**config.mk**
```make
export PLATFORM = sky130hd
export DESIGN_NAME = blk_darken_flat
export DESIGN_NICKNAME = d
export VERILOG_FILES = /design/src/rtl/blk_darken_pkg.sv /design/src/rtl/blk_darken_if.sv /design/src/rtl/blk_darken_blk_pos_counter.sv /design/src/rtl/blk_darken.sv /design/src/flat_wrapper.sv
export SDC_FILE = /design/constraint.sdc
export NUM_CORES = 1
export LEC_CHECK = 0
export BUFFER_PORTS_ARGS = -buffer_cell sky130_fd_sc_hd__buf_2
export CAP_MARGIN = 20
export CORE_MARGIN = 5
export CORE_UTILIZATION = 25
export DETAILED_ROUTE_END_ITERATION = 8
export PLACE_DENSITY_LB_ADDON = 0.15
export SYNTH_ARGS = -nofsm -noshare
export SYNTH_HDL_FRONTEND = slang
export SYNTH_SLANG_ARGS = --single-unit
```
**constraint.sdc**
```tcl
create_clock -name clk_i -period 2.8 [get_ports clk_i]
set_input_delay 0.56 -clock clk_i [delete_from_list [all_inputs] [get_ports clk_i]]
set_output_delay 0.56 -clock clk_i [all_outputs]
set_load 0.005 [all_outputs]
```
**src/rtl/blk_darken_pkg.sv**
```systemverilog
// Shared types and defaults for the block-darken read path.
package blk_darken_pkg;

  localparam int unsigned PX_W = 24;

  // Channel slices of an {R,G,B} pixel
  localparam int unsigned R_HI = 23;
  localparam int unsigned R_LO = 16;
  localparam int unsigned G_HI = 15;
  localparam int unsigned G_LO = 8;
  localparam int unsigned B_HI = 7;
  localparam int unsigned B_LO = 0;

  localparam int unsigned DEF_HBLKS = 10;
  localparam int unsigned DEF_VBLKS = 10;
  localparam int unsigned DEF_BLK_W = 30;
  localparam int unsigned DEF_BLK_H = 30;

  typedef logic [PX_W-1:0] pixel_t;

  // Per-channel inversion of a pixel when its block is dark
  function automatic pixel_t px_apply_dark(input pixel_t px, input logic dark);
    return {px[R_HI:R_LO] ^ {8{dark}},
            px[G_HI:G_LO] ^ {8{dark}},
            px[B_HI:B_LO] ^ {8{dark}}};
  endfunction

endpackage

```
**src/rtl/blk_darken_if.sv**
```systemverilog
// Video stream bundle: syncs, data enable and RGB pixel.
interface blk_darken_if;
  import blk_darken_pkg::*;

  logic   vs;
  logic   hs;
  logic   de;
  pixel_t data;

  modport master (output vs, hs, de, data);
  modport slave  (input  vs, hs, de, data);

endinterface

```
**src/rtl/blk_darken_blk_pos_counter.sv**
```systemverilog
// Position-within-block counter with block index; saturates after the last block.
module blk_pos_counter #(
  parameter  int unsigned BLK_SIZE  = 30,
  parameter  int unsigned BLK_COUNT = 10,
  localparam int unsigned CW = (BLK_SIZE > 1) ? $clog2(BLK_SIZE) : 1,
  localparam int unsigned BW = $clog2(BLK_COUNT + 1)
) (
  input  logic          clk_i,
  input  logic          rst_ni,
  input  logic          clear_i,
  input  logic          step_i,
  output logic [CW-1:0] cnt_o,
  output logic [BW-1:0] blk_o,
  output logic          wrap_o,
  output logic          sat_o
);

  logic [CW-1:0] cnt_q, cnt_eff;
  logic [BW-1:0] blk_q, blk_eff;
  logic          last;

  // A clear in the same cycle as a step counts that step as position 0
  always_comb begin
    cnt_eff = clear_i ? '0 : cnt_q;
    blk_eff = clear_i ? '0 : blk_q;
    sat_o   = (blk_eff == BW'(BLK_COUNT));
    last    = (cnt_eff == CW'(BLK_SIZE - 1));
    wrap_o  = step_i && !sat_o && last;
  end

  // Position / block registers
  always_ff @(posedge clk_i) begin
    if (!rst_ni) begin
      cnt_q <= '0;
      blk_q <= '0;
    end else if (step_i && !sat_o) begin
      if (last) begin
        cnt_q <= '0;
        blk_q <= blk_eff + BW'(1);
      end else begin
        cnt_q <= cnt_eff + CW'(1);
        blk_q <= blk_eff;
      end
    end else if (clear_i) begin
      cnt_q <= '0;
      blk_q <= '0;
    end
  end

  assign cnt_o = cnt_q;
  assign blk_o = blk_q;

endmodule

```
**src/rtl/blk_darken.sv**
```systemverilog
// Block-darken read side: block-boundary strobes and dark-block pixel inversion.
module blk_darken
  import blk_darken_pkg::*;
#(
  parameter int unsigned HBLKS = DEF_HBLKS,
  parameter int unsigned VBLKS = DEF_VBLKS,
  parameter int unsigned BLK_W = DEF_BLK_W,
  parameter int unsigned BLK_H = DEF_BLK_H
) (
  input  logic         clk_i,
  input  logic         rst_ni,
  blk_darken_if.slave  vid_i,
  input  logic         rx_i,
  input  logic         en_i,
  output logic         h_save_o,
  output logic         v_save_o,
  blk_darken_if.master vid_o,
  output logic         frame_err_o
);

  localparam int unsigned H_TOT = HBLKS * BLK_W;
  localparam int unsigned PCW   = $clog2(H_TOT + 1);
  localparam int unsigned HCW   = (BLK_W > 1) ? $clog2(BLK_W) : 1;
  localparam int unsigned HBW   = $clog2(HBLKS + 1);
  localparam int unsigned VCW   = (BLK_H > 1) ? $clog2(BLK_H) : 1;
  localparam int unsigned VBW   = $clog2(VBLKS + 1);

  logic           vs_q, de_q, synced_q, armed_q, h_over_q, v_over_q;
  logic [PCW-1:0] pix_q;
  logic           vs_rise, de_rise, de_fall;
  logic           h_clear, h_step, v_step;
  logic           h_wrap, h_sat, v_wrap, v_sat;
  logic           pix_err, line_err, dark_s0;
  logic [HCW-1:0] hcnt_unused;
  logic [HBW-1:0] hblk_unused;
  logic [VCW-1:0] vcnt;
  logic [VBW-1:0] vblk;

  logic           vs1, hs1, de1, dark1, vs2, hs2, de2;
  pixel_t         data1, data2;

  // Edge detection and counter control; nothing counts until the first vs after reset
  always_comb begin
    vs_rise  = vid_i.vs & ~vs_q;
    de_rise  = vid_i.de & ~de_q;
    de_fall  = ~vid_i.de & de_q;
    h_clear  = synced_q & de_rise;
    h_step   = synced_q & vid_i.de;
    v_step   = synced_q & de_fall;
    dark_s0  = en_i & rx_i & h_step & ~h_sat;
    pix_err  = v_step & ((pix_q != PCW'(H_TOT)) | h_over_q);
    line_err = vs_rise & armed_q &
               ((vblk != VBW'(VBLKS)) | (vcnt != '0) | v_over_q);
  end

  blk_pos_counter #(
    .BLK_SIZE  (BLK_W),
    .BLK_COUNT (HBLKS)
  ) u_hpos (
    .clk_i   (clk_i),
    .rst_ni  (rst_ni),
    .clear_i (h_clear),
    .step_i  (h_step),
    .cnt_o   (hcnt_unused),
    .blk_o   (hblk_unused),
    .wrap_o  (h_wrap),
    .sat_o   (h_sat)
  );

  blk_pos_counter #(
    .BLK_SIZE  (BLK_H),
    .BLK_COUNT (VBLKS)
  ) u_vpos (
    .clk_i   (clk_i),
    .rst_ni  (rst_ni),
    .clear_i (vs_rise),
    .step_i  (v_step),
    .cnt_o   (vcnt),
    .blk_o   (vblk),
    .wrap_o  (v_wrap),
    .sat_o   (v_sat)
  );

  // Sync history, frame sync/arm flags and overflow markers for the error checks
  always_ff @(posedge clk_i) begin
    if (!rst_ni) begin
      vs_q     <= 1'b0;
      de_q     <= 1'b0;
      synced_q <= 1'b0;
      armed_q  <= 1'b0;
      h_over_q <= 1'b0;
      v_over_q <= 1'b0;
    end else begin
      vs_q <= vid_i.vs;
      de_q <= vid_i.de;
      if (vs_rise) begin
        synced_q <= 1'b1;
        armed_q  <= 1'b1;
        v_over_q <= 1'b0;
      end else if (v_step && v_sat) begin
        v_over_q <= 1'b1;
      end
      if (h_clear) h_over_q <= 1'b0;
      else if (h_step && h_sat) h_over_q <= 1'b1;
    end
  end

  // Saturating pixels-per-line counter
  always_ff @(posedge clk_i) begin
    if (!rst_ni) pix_q <= '0;
    else if (h_clear) pix_q <= PCW'(1);
    else if (h_step && (pix_q != '1)) pix_q <= pix_q + PCW'(1);
  end

  // Block strobes and sticky frame error
  always_ff @(posedge clk_i) begin
    if (!rst_ni) begin
      h_save_o    <= 1'b0;
      v_save_o    <= 1'b0;
      frame_err_o <= 1'b0;
    end else begin
      h_save_o <= h_wrap;
      v_save_o <= v_wrap;
      if (pix_err || line_err) frame_err_o <= 1'b1;
    end
  end

  // Two-stage pixel pipeline; inversion applied in the second stage
  always_ff @(posedge clk_i) begin
    if (!rst_ni) begin
      vs1 <= 1'b0; hs1 <= 1'b0; de1 <= 1'b0; dark1 <= 1'b0; data1 <= '0;
      vs2 <= 1'b0; hs2 <= 1'b0; de2 <= 1'b0; data2 <= '0;
    end else begin
      vs1   <= vid_i.vs;
      hs1   <= vid_i.hs;
      de1   <= vid_i.de;
      data1 <= vid_i.data;
      dark1 <= dark_s0;
      vs2   <= vs1;
      hs2   <= hs1;
      de2   <= de1;
      data2 <= px_apply_dark(data1, dark1);
    end
  end

  assign vid_o.vs   = vs2;
  assign vid_o.hs   = hs2;
  assign vid_o.de   = de2;
  assign vid_o.data = data2;

endmodule

```
**src/flat_wrapper.sv**
```systemverilog
// flat-port wrapper written by rule: the top's interface ports become plain ports
module blk_darken_flat import blk_darken_pkg::*;
#(
  parameter int unsigned HBLKS = DEF_HBLKS,
  parameter int unsigned VBLKS = DEF_VBLKS,
  parameter int unsigned BLK_W = DEF_BLK_W,
  parameter int unsigned BLK_H = DEF_BLK_H
)
  (clk_i, rst_ni, rx_i, en_i, h_save_o, v_save_o, frame_err_o, vid_i_vs, vid_i_hs, vid_i_de, vid_i_data, vid_o_vs, vid_o_hs, vid_o_de, vid_o_data);
  blk_darken_if vid_i_i ();
  blk_darken_if vid_o_i ();
  input  logic clk_i;
  input  logic rst_ni;
  input  logic rx_i;
  input  logic en_i;
  output logic h_save_o;
  output logic v_save_o;
  output logic frame_err_o;
  input wire logic [$bits(vid_i_i.vs)-1:0] vid_i_vs;
  input wire logic [$bits(vid_i_i.hs)-1:0] vid_i_hs;
  input wire logic [$bits(vid_i_i.de)-1:0] vid_i_de;
  input wire logic [$bits(vid_i_i.data)-1:0] vid_i_data;
  output wire logic [$bits(vid_o_i.vs)-1:0] vid_o_vs;
  output wire logic [$bits(vid_o_i.hs)-1:0] vid_o_hs;
  output wire logic [$bits(vid_o_i.de)-1:0] vid_o_de;
  output wire logic [$bits(vid_o_i.data)-1:0] vid_o_data;
  assign vid_i_i.vs = vid_i_vs;
  assign vid_i_i.hs = vid_i_hs;
  assign vid_i_i.de = vid_i_de;
  assign vid_i_i.data = vid_i_data;
  assign vid_o_vs = vid_o_i.vs;
  assign vid_o_hs = vid_o_i.hs;
  assign vid_o_de = vid_o_i.de;
  assign vid_o_data = vid_o_i.data;
  blk_darken #(.HBLKS(HBLKS), .VBLKS(VBLKS), .BLK_W(BLK_W), .BLK_H(BLK_H)) u_core (.clk_i(clk_i), .rst_ni(rst_ni), .vid_i(vid_i_i), .rx_i(rx_i), .en_i(en_i), .h_save_o(h_save_o), .v_save_o(v_save_o), .vid_o(vid_o_i), .frame_err_o(frame_err_o));
endmodule
```
======== Yosys cells after proc, flatten, opt, wreduce, memory -nomap -nowiden ========
Cells that the tools add are included.
operators by class
  equality and inequality tests ........... 7
  bitwise logic cells ..................... 23
  reduce and logical (&&, ||, !) cells .... 14
  mux-type cells .......................... 14
  $add $sub $neg .......................... 5
operators by type and width
  cell                 number
  $mux 5               6
  $mux 4               6
  $xor 8x8->8          3
  $ne 9x9->1 const B   2
  $and 1x1->1          12
  $add 5x1->5 const B  2
  $eq 5x5->1 const B   2
  $add 9x1->9 const B  1
  $add 4x1->4 const B  2
  $eq 4x4->1 const B   2
  $logic_and 1x1->1    7
  $not 1->1            5
  $reduce_bool 5->1    1
  $ne 4x4->1 const B   1
  $reduce_or 2->1      2
  $or 1x1->1           3
  $logic_not 1->1      2
  $mux 1               2
  $reduce_bool 2->1    1
  $logic_or 1x1->1     1
word-level totals
  logic and storage cells ................. 84
  input port bits ......................... 31
  register bits after elaboration ......... 88

======== Logic depth before layout (Yosys ltp) ========
Gate-level depths: netlist of run 1.
  word-level depth ........................ 8
  depth in mapped cells ................... 9
  gate-level depth less buffers ........... 8

======== Cells and area by module ========
From an unflattened synthesis of run 1, not the netlist that was laid out.
unflattened totals
  cell total of the unflattened synthesis .. 361
  area, all modules ....................... 3663.5 µm²
modules (own cells, without submodules)
  module           area an instance (µm²)  instances  cells an instance  seq. area each (µm²)
  blk_darken       2432.3                  1          225                1401.3
  blk_pos_counter  615.6                   2          68                 180.2

======== Worst setup path after synthesis of run 1 ========
No wires, ideal clock.
  path kind ............................... input port to flip-flop
  from .................................... input port vid_i_de
  to ...................................... register u_core.u_hpos.blk_q[1] (netlist: u_core.u_hpos.blk_o[1])
  required time ........................... 2.672 ns
  data arrival time ....................... 2.163 ns
  slack ................................... 0.510 ns
  setup time .............................. 0.128 ns
  stages .................................. 9
  cell sequence ........................... buf_6 nand3b_1 and2_1 ha_1 and4b_1 buf_2 nor4b_4 mux2i_1 nor2_1
between the ends
  word-level cells in the longest chain between the ends .. 7
  elaborated cells on any way between the ends .. 12
  classes of those cells .................. add/sub: 1; eq/ne: 2; mux: 4; bitwise: 3; reduce/logical: 2
ends and longest elaborated chain
  what                                                 RTL line                          source
  start: declaration                                   flat_wrapper.sv:21                input wire logic [$bits(vid_i_i.de)-1:0] vid_i_de;
  branches (longest 6 deep; another with $add 4x1->4)  --
  $mux 4 *                                             blk_darken_blk_pos_counter.sv:36  end else if (step_i && !sat_o) begin
  end signal: assignment                               blk_darken_blk_pos_counter.sv:39  blk_q <= blk_eff + BW'(1);
  end signal: assignment                               blk_darken_blk_pos_counter.sv:42  blk_q <= blk_eff;
  end: declaration                                     blk_darken_blk_pos_counter.sv:19  logic [BW-1:0] blk_q, blk_eff;
Every way passes the cells marked *.
A chain may end at the register's enable or synchronous reset.

==> results of run 1 <==
==> per-stage QoR <==
stage,setup slack (ns),total power (W),util (%)
after floorplan,0.510,0.00143,-
after global placement,0.299,0.00149,29.2
after detailed placement,0.269,0.00149,29.2
after CTS,0.542,0.00269,31.4
after global routing,0.391,0.00275,31.4
final,0.559,0.00262,31.4
==> critical path, cell delays in order, from the launching register on <==
cell	delay [ns]
dfxtp_1	0.37
nand3b_1	0.36
and2_1	0.29
inv_1	0.06
ha_1	0.14
nand4_1	0.20
nor4b_4	0.42
mux2i_1	0.23
nor2_1	0.05
==> layout make-up <==
type / count / area share [%]
sequential: 88 / 42.6
multi-input combinational: 231 / 35.9
timing repair buffer: 67 / 8.53
clock buffer: 11 / 5.87
tap: 176 / 5.32
clock inverter: 3 / 1.06
inverter: 8 / 0.726
==> layer usage <==
layer / wire [um] / vias up
met1: 3290 / 1128
li1: - / 1253
met4: 207 / 0
met2: 3250 / 63
met3: 325 / 13
met5: 0 / -
==> cell usage after synthesis, types with 2 or more instances <==
master	instances	area, um2
dfxtp_1	88	1760
ha_1	10	125
o21ai_0	6	30.0
and2_1	38	238
nand3_1	11	55.1
nand3b_1	3	22.5
xor2_1	7	61.3
nor4_1	4	25.0
buf_2	3	15.0
nor2_1	44	165
a31oi_1	2	12.5
and3_1	2	12.5
a21oi_1	10	50.1
mux2i_1	4	40.0
xnor2_1	32	280
nand2_1	17	63.8
nand4_1	6	37.5
and3b_1	2	17.5
inv_1	8	30.0
nand4b_1	2	17.5
o211a_1	2	20.0
nor3_1	12	60.1
or3_1	3	18.8
clkbuf_1	11	41.3
==> sequential cells by signal, summed over array words and instances, names as in the netlist, 4 cells and up <==
register and count:
u_core.data1 24, u_core.pix_q 9, u_core.u_hpos.blk_o 4, u_core.u_hpos.cnt_o 5, u_core.u_vpos.blk_o 4, u_core.u_vpos.cnt_o 5, u_core.vid_o.data 24
==> power breakdown <==
group          internal (W)  switching [W]  leakage [nW]
Sequential          0.00130      0.0000183         0.722
Combinational     0.0000710      0.0000733         0.831
Clock              0.000705       0.000460         0.141
Total               0.00207       0.000551          1.69
==> final timing paths <==
check / endpoint / slack, ns
setup / recovery: u_core.u_hpos.blk_o[1]$_SDFF_PN0_ / 0.56
hold / removal: u_core.data1[7]$_SDFF_PN0_ / 0.43
setup reg to reg: u_core.u_hpos.blk_o[1]$_SDFF_PN0_ / 0.56
hold reg to reg: u_core.vid_o.hs$_SDFF_PN0_ / 0.44
==> cells in the final DEF, fill, tap and decap left out, types with 2 or more instances in the layout <==
cell / instances
clkbuf_16: 9
and3b_1: 2
o211a_1: 2
and3_1: 2
nand4b_1: 2
buf_4: 7
and2_1: 38
nand2_1: 17
dfxtp_1: 88
nand3b_1: 3
nor2_1: 44
o21ai_0: 6
nand4_1: 6
nor4_1: 4
xor2_1: 7
nor3_1: 12
ha_1: 10
inv_1: 8
buf_2: 60
a21oi_1: 10
a31oi_1: 2
nand3_1: 11
mux2i_1: 4
xnor2_1: 32
or3_1: 3
==> logic make-up (layout without fill, tap and decap cells) <==
group                    count (synthesis)  in the layout  share of synthesized area (%)
adder cells (fa/ha/maj)                 10             10                           3.73
flip-flops                              88             88                           52.5
multiplexers                             4              4                           1.19
AO/OA/AOI/OAI                           24             24                           4.25
XOR/XNOR                                39             39                           10.2
buffers and inverters                   25             89                           3.24
AND/OR/NAND/NOR                        154            154                           24.9
==> metrics.md, run 1 <==
| Metric | Value |
|---|---|
| Status | `completed` |
| Mapped Cells | `around 340` |
| Final net count | `about 450` |
| Vias in the first global route | `between 2,000 and 2,500` |
| Total track usage | `9.50%` |
| Worst path required time | `3.02 ns` |
| GR Layer Usage met3 | `2.50%` |
| Fraction of layout cells with a size suffix above 1 | `about a fifth` |
| Reg2reg start | `u_core.de1$_SDFF_PN0_` |
| Initial antenna violation count | `0` |
| GPL Wtd Cong | `0.737` |
| Number of setup buffers added after CTS | `0` |
| Placeable Area | `between 10,000 and 15,000 um2` |
| Post-route setup TNS | `0 ns` |
| Starting Density | `approximately a quarter` |
| Tightest Pin Transition | `0.455 ns` |
| Seq. cell area | `roughly 1800 um2` |
| Ys Warns | `0` |
| Ant. Diodes | `0` |
| Layout Skew | `0.00469 ns` |
| Grt total ovfl | `0` |
| Skew-Pair Late Insertion Delay | `0.33 ns` |
| Endpoint kind of the worst setup timing path | `flop` |
| Post-synthesis sequential area ratio | `about 52%` |
| GRT met2 Usage | `between 10 and 15%` |
| Clock Path Buffers | `2` |
| Register-to-Register Path Depth | `8` |
| DRT Pass-1 Iters | `4` |
| Maximum vdd drop | `0.312 mV` |
| Clock Pin Slew Worst Setup and Hold Paths | `0.06 ns` |
| CTS Sinks | `88` |
| # DRC | `0` |
| Post-cts sizing count | `0` |
| DR vias | `2,457` |
| Lkg Pwr | `1.69 nW` |
| Hold path depth | `2` |
| Fill cells | `roughly 1,400` |
| Register bit total from synthesis | `88` |
| Tcrit/Tclk final | `80.0%` |
| HPWL after detailed placement | `4990 um` |
| Largest net degree at the start of global routing | `33` |
| Non-filler instance count after layout | `584` |
| Post-CTS Hold Fix Bufs | `0` |
| Area grow syn2layout | `23.3%` |
| Routed WL | `7070 um` |
| Post-synth EDFFs | `0` |
| Worst hold start | `vid_i_data[7]` |
| DIE WIDTH | `126 um` |
| Fmax | `roughly 450 MHz` |
| Syn avg cell area | `9.76 um2` |
| Die Ht | `~130 um` |
| RSZ-0062 raised after global routing | `no` |
| Wire length per cell | `about 12 um` |
| Setup violations, final | `0` |
| Mapped cell area | `3360 um2` |
| Iter 0 DRT Violations | `49` |
| H-tree Lvls | `3` |
| Met1 Use GR | `11.7%` |
| Async S/R FF share, synth | `0%` |
| Design area | `4140 um2` |
| Clock period minus worst slack | `2.24 ns` |
| Port buffer count | `60` |
| Max-Slew Margin vs Limit | `69.6%` |
| Worst setup path class | `reg -> reg` |
| Vias/cell | `4.21` |
| Die area | `roughly 16,000 um2` |
| Number of I/O pins | `61` |
| Synth cell types | `41` |
| Worst hold margin | `0.425 ns` |
| Multi-input logic area | `around 1500 um2` |
| GRT Max-Usage Layer | `met2` |
| Post-route ant nets | `0` |
| Global-route wire length before repair | `12,000 um` |
| Num rows | `42` |
| CTS tree | `yes` |
| Syn nets | `a little under 400` |
| Max_cap viols | `0` |
| Cts bufs inserted | `9` |
| PwrDens | `634 nW/um2` |
| Final hold vios | `0` |
| Root buffer cell | `clkbuf_16` |
| Post-DP Area | `between 3000 and 4000 um2` |
| Data arrival, critical path | `2.46 ns` |
| Final Max Tran Viols | `0` |
| Critical Path Start | `u_core.de1$_SDFF_PN0_` |
| Placed Cells | `570` |
| Prevailing post-synth register cell | `dfxtp_1` |
| CP Launch Type | `flop` |
| Hold WC Path Type | `in -> reg` |
| CP Max Fanout | `9` |
No activity file was read; power rests on OpenSTA's default activity.
==> run 2: changes to the inputs <==
clock period = 2.3 ns   (was 2.8 ns; I/O delays follow)
==> metrics.md, run 2 (synthesis results as in run 1) <==
| Metric | Value |
|---|---|
| Placed Cells | `578 (+1.4%)` |
| Post-cts sizing count | `0 (unchanged)` |
| PwrDens | `749 nW/um2 (+18%)` |
| Root buffer cell | `clkbuf_16` |
| Area grow syn2layout | `24.9%` |
| Post-CTS Hold Fix Bufs | `0 (unchanged)` |
| Setup slack, reg-to-reg | `0.22 ns (-0.34 ns)` |
| Num rows | `42 (unchanged)` |
| Commonest non-fill, non-tap cell in the layout | `dfxtp_1` |
| Worst path required time | `2.58 ns (-0.44 ns)` |
| Cts bufs inserted | `9 (unchanged)` |
| Number of I/O pins | `61 (unchanged)` |
| Number of setup buffers added after CTS | `0 (unchanged)` |
| Final net count | `454 (+1.8%)` |
| Die area | `15,800 um2 (unchanged)` |
| Iter 0 DRT Violations | `81 (+65%)` |
| Worst setup path class | `reg -> reg` |
| Non-filler instance count after layout | `594 (+1.7%)` |
| HPWL after detailed placement | `4950 um (-0.74%)` |
| Status | `completed` |
| Starting Density | `25.5% (unchanged)` |
| DRT Pass-1 Iters | `4 (unchanged)` |
| R2r endpoint | `u_core.u_vpos.blk_o[3]$_SDFF_PN0_` |
| Largest net degree at the start of global routing | `40 (+21%)` |
| Grt total ovfl | `0 (unchanged)` |
| Clock Pin Slew Worst Setup and Hold Paths | `0.07 ns (about the same)` |
| Wire length per cell | `11.9 um (-1.5%)` |
| Hold path depth | `2 (unchanged)` |
| Total track usage | `9.53% (+0.028 points)` |
| Tcrit/Tclk final | `90.4% (+10 points)` |
| Initial antenna violation count | `0 (unchanged)` |
| Post-route setup TNS | `0 ns (unchanged)` |
| Ant. Diodes | `0 (unchanged)` |
| Routed WL | `7080 um (+0.18%)` |
| Worst hold start | `vid_i_data[9]` |
| CTS Sinks | `88 (unchanged)` |
| Lkg Pwr | `1.72 nW (+1.5%)` |
| Vias in the first global route | `2,492 (+0.12%)` |
| GPL Wtd Cong | `0.770 (+4.5%)` |
| Final Max Tran Viols | `0 (unchanged)` |
| Clock Path Buffers | `2 (unchanged)` |
| DIE WIDTH | `126 um (unchanged)` |
| Data arrival, critical path | `2.36 ns (-0.10 ns)` |
| Max-Slew Margin vs Limit | `67.9% (-1.7 points)` |
| RSZ-0062 raised after global routing | `no` |
| Port buffer count | `60 (unchanged)` |
| Post-route ant nets | `0 (unchanged)` |
| Layout Skew | `0.00907 ns (+0.00438 ns)` |
| Most frequent cells in the layout | `dfxtp_1 (88), buf_2 (60), nor2_1 (44)` |
| Clock period minus worst slack | `2.08 ns (-0.161 ns)` |
| Final hold vios | `0 (unchanged)` |
| Endpoint kind of the worst setup timing path | `flop` |
| CP Max Fanout | `7 (-2)` |
| Skew-Pair Late Insertion Delay | `0.34 ns (about the same)` |
| Die Ht | `126 um (unchanged)` |
| H-tree Lvls | `3 (unchanged)` |
| Max_cap viols | `0 (unchanged)` |
| Placeable Area | `13,200 um2 (unchanged)` |
| DR vias | `2,452 (-0.20%)` |
| Tightest Pin Transition | `0.481 ns (+0.0262 ns)` |
| Setup violations, final | `0 (unchanged)` |
| CP Launch Type | `flop` |
| Hold WC Path Type | `in -> reg` |
| Fraction of layout cells with a size suffix above 1 | `22.2% (+1.9 points)` |
| Reg2reg start | `u_core.vs1$_SDFF_PN0_` |
| Fmax | `481 MHz (+7.8%)` |
| Global-route wire length before repair | `12,100 um (+0.93%)` |
| # DRC | `0 (unchanged)` |
| CTS tree | `yes` |
| Register-to-Register Path Depth | `7 (-1)` |
| Worst setup path endpoint | `u_core.u_vpos.blk_o[3]$_SDFF_PN0_` |
| Vias/cell | `4.13 (-1.9%)` |
| Critical Path Start | `u_core.vs1$_SDFF_PN0_` |
| Maximum vdd drop | `0.494 mV (+58%)` |
==> run 2: cell count changes in the layout (fill, tap and decap cells not counted) <==
cell	before	now
clkinv_4	1	0
clkbuf_1	1	2
bufinv_16	1	0
nor4_2	0	1
inv_6	0	1
clkinvlp_4	0	2
nor4_1	4	3
buf_4	7	15
==> run 2: how the worst min path moves through the flow <==
stage,endpoint,slack (ns)
5_1_grt,u_core.data1[16]$_SDFF_PN0_,0.31
3_5_place_dp,u_core.vid_o.hs$_SDFF_PN0_,0.44
3_3_place_gp,u_core.vid_o.hs$_SDFF_PN0_,0.43
2_1_floorplan,u_core.vid_o.hs$_SDFF_PN0_,0.41
4_1_cts,u_core.data1[9]$_SDFF_PN0_,0.30
6_report,u_core.data1[9]$_SDFF_PN0_,0.32
==> run 2: power breakdown <==
part	total, W	internal, W	switching [W]
logic	0.000183	0.0000904	0.0000922
registers	0.00160	0.00158	0.0000208
clock network	0.00136	0.000764	0.000595
total	0.00314	0.00243	0.000708
==> run 2: routing by layer <==
metal,track usage (%),vias to the layer above,wire length [um]
met1,11.3,1128,3270
met4,3.79,0,127
li1,-,1269,-
met5,0,-,0
met3,4.45,9,432
met2,15.0,46,3250
==> run 2: worst max-delay path: stages (launching register included) <==
cell and delay [ns]:
dfxtp_1 0.40, nand2b_1 0.26, and2_1 0.23, ha_1 0.21
and3_1 0.16, nand3_1 0.18, or4_1 0.45, a21oi_1 0.14
==> run 2: final cells by class <==
type,instances,area (um2)
inverter,8,30.0
fill,1362,9000
timing repair buffer,75,413
clock buffer,12,246
sequential,88,1760
tap,176,220
multi-input combinational,231,1490
clock inverter,4,28.8
==> run 2: metrics by stage <==
stage	utilization, %	power (W)	hold WS (ns)	worst slack (ns)	area, um2
3_5_place_dp	29.7	0.00182	0.436	0.00962	3910
4_1_cts	31.7	0.00321	0.304	0.171	4190
2_1_floorplan	-	0.00174	0.412	0.110	3360
6_report	31.8	0.00314	0.325	0.221	4190
5_1_grt	31.8	0.00330	0.313	0.0185	4190
3_3_place_gp	29.7	0.00182	0.425	0.0675	3910
